--- src/rtl/debounce_ctrl.sv ---
// Push-button debouncer: two-flop synchronizer plus a four-state qualifier that accepts a new level after STABLE_CYCLES samples.
// Level/pulse change lands STABLE_CYCLES+2 edges after a clean input step; no backpressure, outputs are free-running.
module debounce_ctrl #(
  parameter int STABLE_CYCLES = 100,
  parameter int CNT_WIDTH     = 7,
  parameter bit RESET_LEVEL   = 1'b0
) (
  input  logic       clk,
  input  logic       rst,
  input  logic       noisy_in,
  input  logic       enable,
  output logic       debounced_out,
  output logic       rise_pulse,
  output logic       fall_pulse,
  output logic       busy,
  output logic [7:0] glitch_count
);

  typedef enum logic [1:0] {
    STABLE_LOW  = 2'd0,
    CHECK_HIGH  = 2'd1,
    STABLE_HIGH = 2'd2,
    CHECK_LOW   = 2'd3
  } state_t;

  localparam state_t               RESET_STATE = RESET_LEVEL ? STABLE_HIGH : STABLE_LOW;
  localparam logic [CNT_WIDTH-1:0] CNT_LAST    = CNT_WIDTH'(STABLE_CYCLES - 1);

  logic                 sync1_q;
  logic                 s_q;
  state_t               state_q, state_d;
  logic [CNT_WIDTH-1:0] cnt_q, cnt_d;
  logic                 deb_q, deb_d;
  logic                 rise_q, rise_d;
  logic                 fall_q, fall_d;
  logic [7:0]           glitch_q, glitch_d;
  logic                 glitch_inc;

  always_ff @(posedge clk or posedge rst) begin
    if (rst) begin
      sync1_q <= RESET_LEVEL;
      s_q     <= RESET_LEVEL;
    end else begin
      sync1_q <= noisy_in;
      s_q     <= sync1_q;
    end
  end

  always_ff @(posedge clk or posedge rst) begin
    if (rst) begin
      state_q  <= RESET_STATE;
      cnt_q    <= '0;
      deb_q    <= RESET_LEVEL;
      rise_q   <= 1'b0;
      fall_q   <= 1'b0;
      glitch_q <= '0;
    end else begin
      state_q  <= state_d;
      cnt_q    <= cnt_d;
      deb_q    <= deb_d;
      rise_q   <= rise_d;
      fall_q   <= fall_d;
      glitch_q <= glitch_d;
    end
  end

  // Rule order inside a CHECK state matters: enable drop, then revert, then acceptance.
  always_comb begin
    state_d    = state_q;
    cnt_d      = '0;
    deb_d      = deb_q;
    rise_d     = 1'b0;
    fall_d     = 1'b0;
    glitch_inc = 1'b0;
    case (state_q)
      STABLE_LOW: begin
        if (s_q && enable) state_d = CHECK_HIGH;
      end
      STABLE_HIGH: begin
        if (!s_q && enable) state_d = CHECK_LOW;
      end
      CHECK_HIGH: begin
        if (!enable) begin
          state_d = STABLE_LOW;
        end else if (!s_q) begin
          state_d    = STABLE_LOW;
          glitch_inc = 1'b1;
        end else if (cnt_q == CNT_LAST) begin
          state_d = STABLE_HIGH;
          deb_d   = 1'b1;
          rise_d  = 1'b1;
        end else begin
          cnt_d = cnt_q + 1'b1;
        end
      end
      CHECK_LOW: begin
        if (!enable) begin
          state_d = STABLE_HIGH;
        end else if (s_q) begin
          state_d    = STABLE_HIGH;
          glitch_inc = 1'b1;
        end else if (cnt_q == CNT_LAST) begin
          state_d = STABLE_LOW;
          deb_d   = 1'b0;
          fall_d  = 1'b1;
        end else begin
          cnt_d = cnt_q + 1'b1;
        end
      end
      default: state_d = RESET_STATE;
    endcase
    glitch_d = (glitch_inc && (glitch_q != 8'hFF)) ? glitch_q + 8'd1 : glitch_q;
  end

  always_comb begin
    busy = (state_q == CHECK_HIGH) || (state_q == CHECK_LOW);
  end

  assign debounced_out = deb_q;
  assign rise_pulse    = rise_q;
  assign fall_pulse    = fall_q;
  assign glitch_count  = glitch_q;

endmodule

--- config.mk ---
export PLATFORM = sky130hd
export DESIGN_NAME = debounce_ctrl
export DESIGN_NICKNAME = d
export VERILOG_FILES = /design/src/rtl/debounce_ctrl.sv
export SDC_FILE = /design/constraint.sdc
export NUM_CORES = 1
export LEC_CHECK = 0
export ABC_AREA = 0
export CAP_MARGIN = 20
export CORE_MARGIN = 5
export CORE_UTILIZATION = 53
export CTS_BUF_LIST = sky130_fd_sc_hd__clkbuf_2 sky130_fd_sc_hd__clkbuf_4 sky130_fd_sc_hd__clkbuf_8
export DETAILED_ROUTE_END_ITERATION = 7
export DONT_BUFFER_PORTS = 1
export PLACE_DENSITY = 0.76
export SLEW_MARGIN = 40
export SYNTH_ARGS = -nofsm -noshare
export SYNTH_HDL_FRONTEND = slang
export SYNTH_SLANG_ARGS = --single-unit
--- constraint.sdc ---
create_clock -name clk -period 2.07 [get_ports clk]
set_input_delay 0.414 -clock clk [delete_from_list [all_inputs] [get_ports clk]]
set_output_delay 0.414 -clock clk [all_outputs]
set_load 0.01 [all_outputs]
# ---- After elaboration in Yosys (flattened, before gate mapping)
# Cells that the tools add are included.
dict set report totals {
  register_bits 22
  latch_bits 0
  ram_bits 0
  romBits 0
  input_bits 4
  output_inout_bits 12
  elab_cells 68
  mem_count 0
}
dict set report classes {
  add_sub_neg 2
  n_mul 0
  n_div 0
  order_cmp 0
  eq_ne 15
  shift 0
  n_mux 34
  n_bitwise 0
  n_reduce_logical 9
}
# op count
set ops {}
lappend ops {{$mux W7} 5}
lappend ops {{$mux W1} 17}
lappend ops {{$mux W2} 8}
lappend ops {{$ne A2 B2 Y1 const B} 8}
lappend ops {{$pmux W7 S2} 1}
lappend ops {{$add A8 B1 Y8 const B} 1}
lappend ops {{$ne A4 B4 Y1 const B} 2}
lappend ops {{$ne A8 B8 Y1 const B} 1}
lappend ops {{$pmux W2 S4} 1}
lappend ops {{$add A7 B1 Y7 const B} 1}
lappend ops {{$eq A7 B7 Y1 const B} 1}
lappend ops {{$reduce_and A7 Y1} 1}
lappend ops {{$eq A2 B2 Y1 const B} 2}
lappend ops {{$pmux W1 S2} 2}
lappend ops {{$reduce_and A4 Y1} 1}
lappend ops {{$logic_and A1 B1 Y1} 3}
lappend ops {{$eq A2 B1 Y1 const B} 1}
lappend ops {{$logic_not A2 Y1} 1}
lappend ops {{$reduce_bool A2 Y1} 1}
lappend ops {{$logic_not A1 Y1} 1}
lappend ops {{$logic_or A1 B1 Y1} 1}

# ---- Longest topological paths before layout
# Gate-level depths: netlist (run 1).
dict set report depth {
  ltp_word 5
  ltp_mapped 5
  depth_no_buf 5
}

# ---- Worst setup path after synthesis (run 1)
# OpenSTA, ideal clock, no wires.
dict set report synth_path {
  path_kind {reg2reg}
  startpoint {register state_q[0]}
  endpoint {register glitch_q[7], in the netlist glitch_count[7]}
  setup_ns 0.128
  arrival_time_ns 1.675
  t_required_ns 1.942
  slack_ns 0.268
  path_stages_with_launch 6
  n_path_buf 0
  synth_period_minus_slack_ns 1.802
  cell_sequence {dfrtp_1 > and2_1 > ha_1 > nand3b_1 > nor4_2 > mux2_1}
}
dict set report synth_via {
  elab_chain_len 3
}
# element line_no
set synth_rtl {}
lappend synth_rtl {{start, declared} 31} ;# state_t state_q, state_d;
lappend synth_rtl {{start signal, assigned} 58} ;# state_q <= state_d;
lappend synth_rtl {{$eq A2 B2 Y1 or $eq A2 B1 Y1 (tied branches)} 75} ;# case (state_q)
lappend synth_rtl {{$pmux W1 S2 (*)} 75}
lappend synth_rtl {{$logic_and A1 B1 Y1 (*)} 112} ;# glitch_d = (glitch_inc && (glitch_q != 8'hFF)) ? glitch_q + 8'd1 : glitch_q;
lappend synth_rtl {{end signal, assigned} 63} ;# glitch_q <= glitch_d;
lappend synth_rtl {{end, declared} 36} ;# logic [7:0] glitch_q, glitch_d;
# Mark *: on every way between the ends. The rest lies on a longest branch, timed or not.
# A chain may end at the register's enable or synchronous reset.

==> impl_results.md, run 1 <==
- Antenna cells: 0
- Wire length per cell: 13.96 um
- GPL Wtd Cong: 0.7644
- Htree depth: 1
- Place WS: 232.3 ps
- Clock latency on the worst-skew pair: 300 ps
- All-Layer GR Usage: 13.93%
- Final min period: 1850 ps
- Clk buf depth: 2
- Distinct cell type count after synthesis: 31
- Peak Freq: 0.5407 GHz
- Avg Cell Area, Syn: 11.17 um^2
- Routed WL: 1.731 mm
- Count of final setup violators: 0
- Initial antenna violation count: 0
- Critical Path Fanout Max: 5
- Setup Buffers After CTS: 0
- Sequential element share of the synthesized area: 53.01%
- NumNets Final: 105
- Most used DFF post-synth: dfrtp_1
- Via count: 696
- #FFs+latches synth: 22
- Maximum vdd ir drop: 0.3966 mV
- Failing checks: negative hold slack
- Placed wire-length estimate: 1.306 mm
- Startpoint Class: register
- Yosys warns: 0
- Area Growth Syn to Fin: 7.109%
- Reg clk slew, reported paths: 120 ps
- Num CTS Buffers: 3
- Clock sink total: 22
- Pre-antenna DRT Iters: 4
- Die Area: 0.002945 mm^2
- Syn_nets: 100
- Status: finished, violations left
- Hold Slack: -19.55 ps
- Setup slack after layout: 220.4 ps
- Critical path data arrival time: 2050 ps
- Total negative slack: 0 ps
- Initial Util: 54.04%
- Area occupied by multi-input gates: 473.0 um^2
- Row count: 16
- Fin crit share: 89.35%
- Final Max Slew Viols: 0
- GRT overflow: 0
- DIE WIDTH: 54.27 um
- First-pass GRT wire length: 2.925 mm
- Final hold violations: 22
- # hold bufs at CTS: 0
- DRC: 0
- Final cell count without fillers: 124
- Fill count: 171
- Max-cap viol count: 0
- Syn Inst Count: 93
- Largest net degree at the start of global routing: 23
- Power Density: 773.5 mW/mm^2
- Ports: 16
- Final ANT Viol Nets: 0
- Core box area: 0.001922 mm^2
- Vias per cell: 5.613
- Vias in the first global route: 681
- 1st-iter DRT viols: 6
- DIE HEIGHT: 54.27 um
- Clock skew: 4.477 ps
- Placed Cells: 120
- Slew headroom: 69.97%
- Total power draw: 0.0008604 W
- PortBufs: 0
- Critical path capture point type: register
- Layout cell share with drive strength beyond 1: 8.247%
- Final core occ: 57.88%
- Async S/R FF share, synth: 100.0%
- Critical Path RT: 2270 ps
- Worst Hold Class: in -> async
- Setup CP Type: reg -> reg
- EDFF count, synth: 0
- Unrepaired setup endpoints after global routing: false
- Lkg Pwr: 0.4869 nW
- Clock root cell: clkbuf_4
- Worst-Margin Slew: 449.8 ps
- Netlist Area Pre-Place: 0.001038 mm^2
- Sequential cell area: 550.5 um^2
- CTS tree: built
- Number of gates resized after cts: 0
layer usage:
| metal | global-route usage, % | up-vias | part of all wire [%] |
|---|---|---|---|
| li1 | - | 340 | - |
| met1 | 17.27 | 339 | 45 |
| met2 | 21.91 | 13 | 48 |
| met3 | 2.997 | 4 | 4.9 |
| met4 | 8.714 | 0 | 2.1 |
| met5 | 0 | - | 0 |
worst max-delay path: stages (launching register included):
cell and delay (ps):
dfrtp_1 440, and2_1 160, ha_1 280, nand3b_1 220, nor4_2 310, mux2_1 340
synthesized netlist by cell type, types with 3 or more instances:
master	n	area share, %
dfrtp_1	22	53
nand3_1	4	1.9
nor3_1	3	1.4
nand2b_1	4	2.4
inv_1	3	1.1
a21oi_1	4	1.9
xnor2_1	3	2.5
xor2_1	4	3.4
nor2_1	6	2.2
mux2_1	5	5.4
ha_1	3	3.6
and3_1	3	1.8
nand2_1	8	2.9
power breakdown:
part           leakage, nW  internal, W  switching [W]
clock               0.0210     0.000107       0.000126
combinational        0.170    0.0000422      0.0000478
sequential           0.296     0.000465      0.0000718
total                0.487     0.000615       0.000246
final timing paths:
path / start / to / slack, ps / cells after the start
worst min register to register: sync1_q / s_q / 370 / 0
worst max register to register: register / glitch_count[7] / 220 / 5
min in group clk: noisy_in / sync1_q / 120 / 0
worst min-delay path: rst / s_q / -20 / 1
worst max-delay path: register / glitch_count[7] / 220 / 5
max in group asynchronous: rst / debounced_out / 1780 / 1
cell usage in the layout, fill, tap and decap left out, types with 2 or more instances in the layout:
cell / instances
a21oi_1: 4
and3_1: 3
clkbuf_4: 3
dfrtp_1: 22
ha_1: 3
inv_1: 2
mux2_1: 5
nand2_1: 8
nand2b_1: 4
nand3_1: 4
nor2_1: 6
nor3_1: 3
o21ai_0: 2
o31ai_1: 2
or3_1: 2
xnor2_1: 3
xor2_1: 4
flip-flops by register name, summed over array words and instances (netlist names), named ones only:
register and count:
sync1_q 1, debounced_out 1, s_q 1, fall_pulse 1, cnt_q 7, state_q 1
rise_pulse 1, glitch_count 8
metrics by stage:
step / area (um^2) / hold slack (ps)
6_report: 1112 / -19.55
5_1_grt: 1112 / 16.31
4_1_cts: 1112 / 118.6
3_5_place_dp: 1076 / 343.4
3_3_place_gp: 1076 / 335.6
2_1_floorplan: 1039 / 331.2
area by class of cell:
class                      count  area share (%)
clock buffer                   4           3.262
tap                           27           3.037
multi-input combinational     67           42.52
sequential                    22           49.49
inverter                       3           1.012
timing repair buffer           1          0.6749
logic make-up (layout without fill, tap and decap cells):
family                   count (synthesis)  in the layout  share of synthesized area [%]
AO/OA/AOI/OAI                           12             12                          7.951
XOR/XNOR                                 7              7                          5.904
adder cells (fa/ha/maj)                  3              3                          3.615
buffers and inverters                    4              8                          1.445
flip-flops                              22             22                          53.01
multiplexers                             5              5                          5.421
AND/OR/NAND/NOR                         40             40                          22.65
(Power assumes the default switching activity.)
==> inputs of run 2 (changes only) <==
CTS_CLUSTER_DIAMETER = 60   (was not set)
==> results of run 2 <==
The final DEF is identical to that of run 1; final timing and power are the same.
==> inputs of run 3 (changes only) <==
CORE_MARGIN = 8   (was 5)
==> run 3 against run 2 <==
Compared with the run above:
- the run now ends clean
- combinational power barely moved
- sequential power is essentially flat
- clock power hardly changed
- clock-buffer cell count stayed put
- setup slack worse by 12 ps
==> impl_results.md, run 3 (synthesized netlist as in run 1, its figures left out) <==
- Setup Buffers After CTS: 0
- All-Layer GR Usage: 11.32%
- DRC: 0
- Max reg flops: 8
- Place WS: 216.0 ps
- Ports: 16
- Initial antenna violation count: 0
- Antenna cells: 0
- Critical path capture point type: register
- Final cell count without fillers: 125
- Area Growth Syn to Fin: 7.831%
- Initial Util: 54.61%
- Maximum vdd ir drop: 0.5506 mV
- Max-cap viol count: 0
- Placed wire-length estimate: 1.364 mm
- Grt met2 use: 20.43%
- Total negative slack: 0 ps
- Num CTS Buffers: 3
- Slew headroom: 75.40%
- DIE HEIGHT: 60.27 um
- Final hold violations: 0
- Worst Hold Class: in -> async
- Final ANT Viol Nets: 0
- Peak Freq: 0.5373 GHz
- Layout cell share with drive strength beyond 1: 8.163%
- Clock sink total: 22
- # hold bufs at CTS: 0
- Count of final setup violators: 0
- Clock root cell: clkbuf_4
- Final min period: 1861 ps
- Final Max Slew Viols: 0
- PortBufs: 0
- Final core occ: 58.88%
- Clk buf depth: 2
- Core box area: 0.001902 mm^2
- Critical Path Fanout Max: 5
- Power Density: 768.0 mW/mm^2
- 1st-iter DRT viols: 40
- Setup CP Type: reg -> reg
- CTS tree: built
- Slowest stage delay, CP: 440 ps
- GR Layer Usage met1: 12.04%
- Die Area: 0.003632 mm^2
- Clock latency on the worst-skew pair: 300 ps
- CP cell instances: and2_1, ha_1, nand3b_1, nor4_2, mux2_1
- GRT overflow: 0
- Htree depth: 1
- Worst-Margin Slew: 369.0 ps
- Fin crit share: 89.91%
- Number of gates resized after cts: 0
- First-pass GRT wire length: 3.139 mm
- Routed WL: 1.823 mm
- Placed Cells: 121
- Via count: 712
- Startpoint Class: register
- Wire length per cell: 14.58 um
- NumNets Final: 106
- Unrepaired setup endpoints after global routing: false
- Worst path slowest cell: dfrtp_1
- Setup slack after layout: 208.9 ps
- Commonest cells after routing, fill and taps aside: 22 x dfrtp_1, 8 x nand2_1, 6 x nor2_1
- Largest net degree at the start of global routing: 23
- Critical path data arrival time: 2050 ps
- Status: finished, final reports clean
- Lkg Pwr: 0.4927 nW
- Clock skew: 3.851 ps
- GRT Max-Usage Layer: met2
- Leading cell type in the layout, fill and taps excluded: dfrtp_1
- Vias in the first global route: 729
- Met3 Use GR: 3.226%
- Row count: 16
- Critical Path RT: 2260 ps
- GPL Wtd Cong: 0.7907
- Reg clk slew, reported paths: 120 ps
- DIE WIDTH: 60.27 um
- Pre-antenna DRT Iters: 4
- Hold Slack: 12.87 ps
- Vias per cell: 5.696
[run 3: changes by cell type in the layout (fill, tap and decap cells not counted)]
cell	delta
buf_4	+1
inv_1	+1
inv_2	-1
[run 3: path summary, 6_finish.rpt]
check	end	slack [ps]	depth (start not counted)
max	glitch_count[7]	210	5
min	sync1_q	10	2
max reg2reg	glitch_count[7]	210	5
min reg2reg	s_q	370	0
max in group asynchronous	state_q[0]	1840	2
min in group clk	sync1_q	130	0
[run 3: worst max-delay path, delay by kind of cell (launching register included)]
family	cells	cell delay, ps
mux	1	350
simple gates	3	680
fa+ha+maj	1	290
flops	1	440
[run 3: metrics by stage]
| step | total power [W] | area, um^2 |
|---|---|---|
| after global routing | 0.0009063 | 1120 |
| after floorplan | 0.0006015 | 1039 |
| final | 0.0008600 | 1120 |
| after CTS | 0.0008723 | 1120 |
| after global placement | 0.0006292 | 1084 |
| after detailed placement | 0.0006379 | 1084 |
[run 3: layout make-up]
class,instances,area (um^2)
clock buffers,4,36.28
fillers,159,782.0
inverters,3,11.26
multi-input cells,67,473.0
flip-flops and latches,22,550.5
well taps,27,33.78
repair buffers,2,15.01
[run 3: layer usage]
metal  part of all wire (%)  vias up
met1                     41      352
met4                      0        0
met2                     52       17
li1                       -      343
met5                      0        -
met3                    6.6        0
[run 3: power breakdown]
part,switching (W),leakage [nW],internal (W)
combinational,0.0000480,0.176,0.0000419
sequential,0.0000729,0.296,0.000465
clock,0.000125,0.0210,0.000107
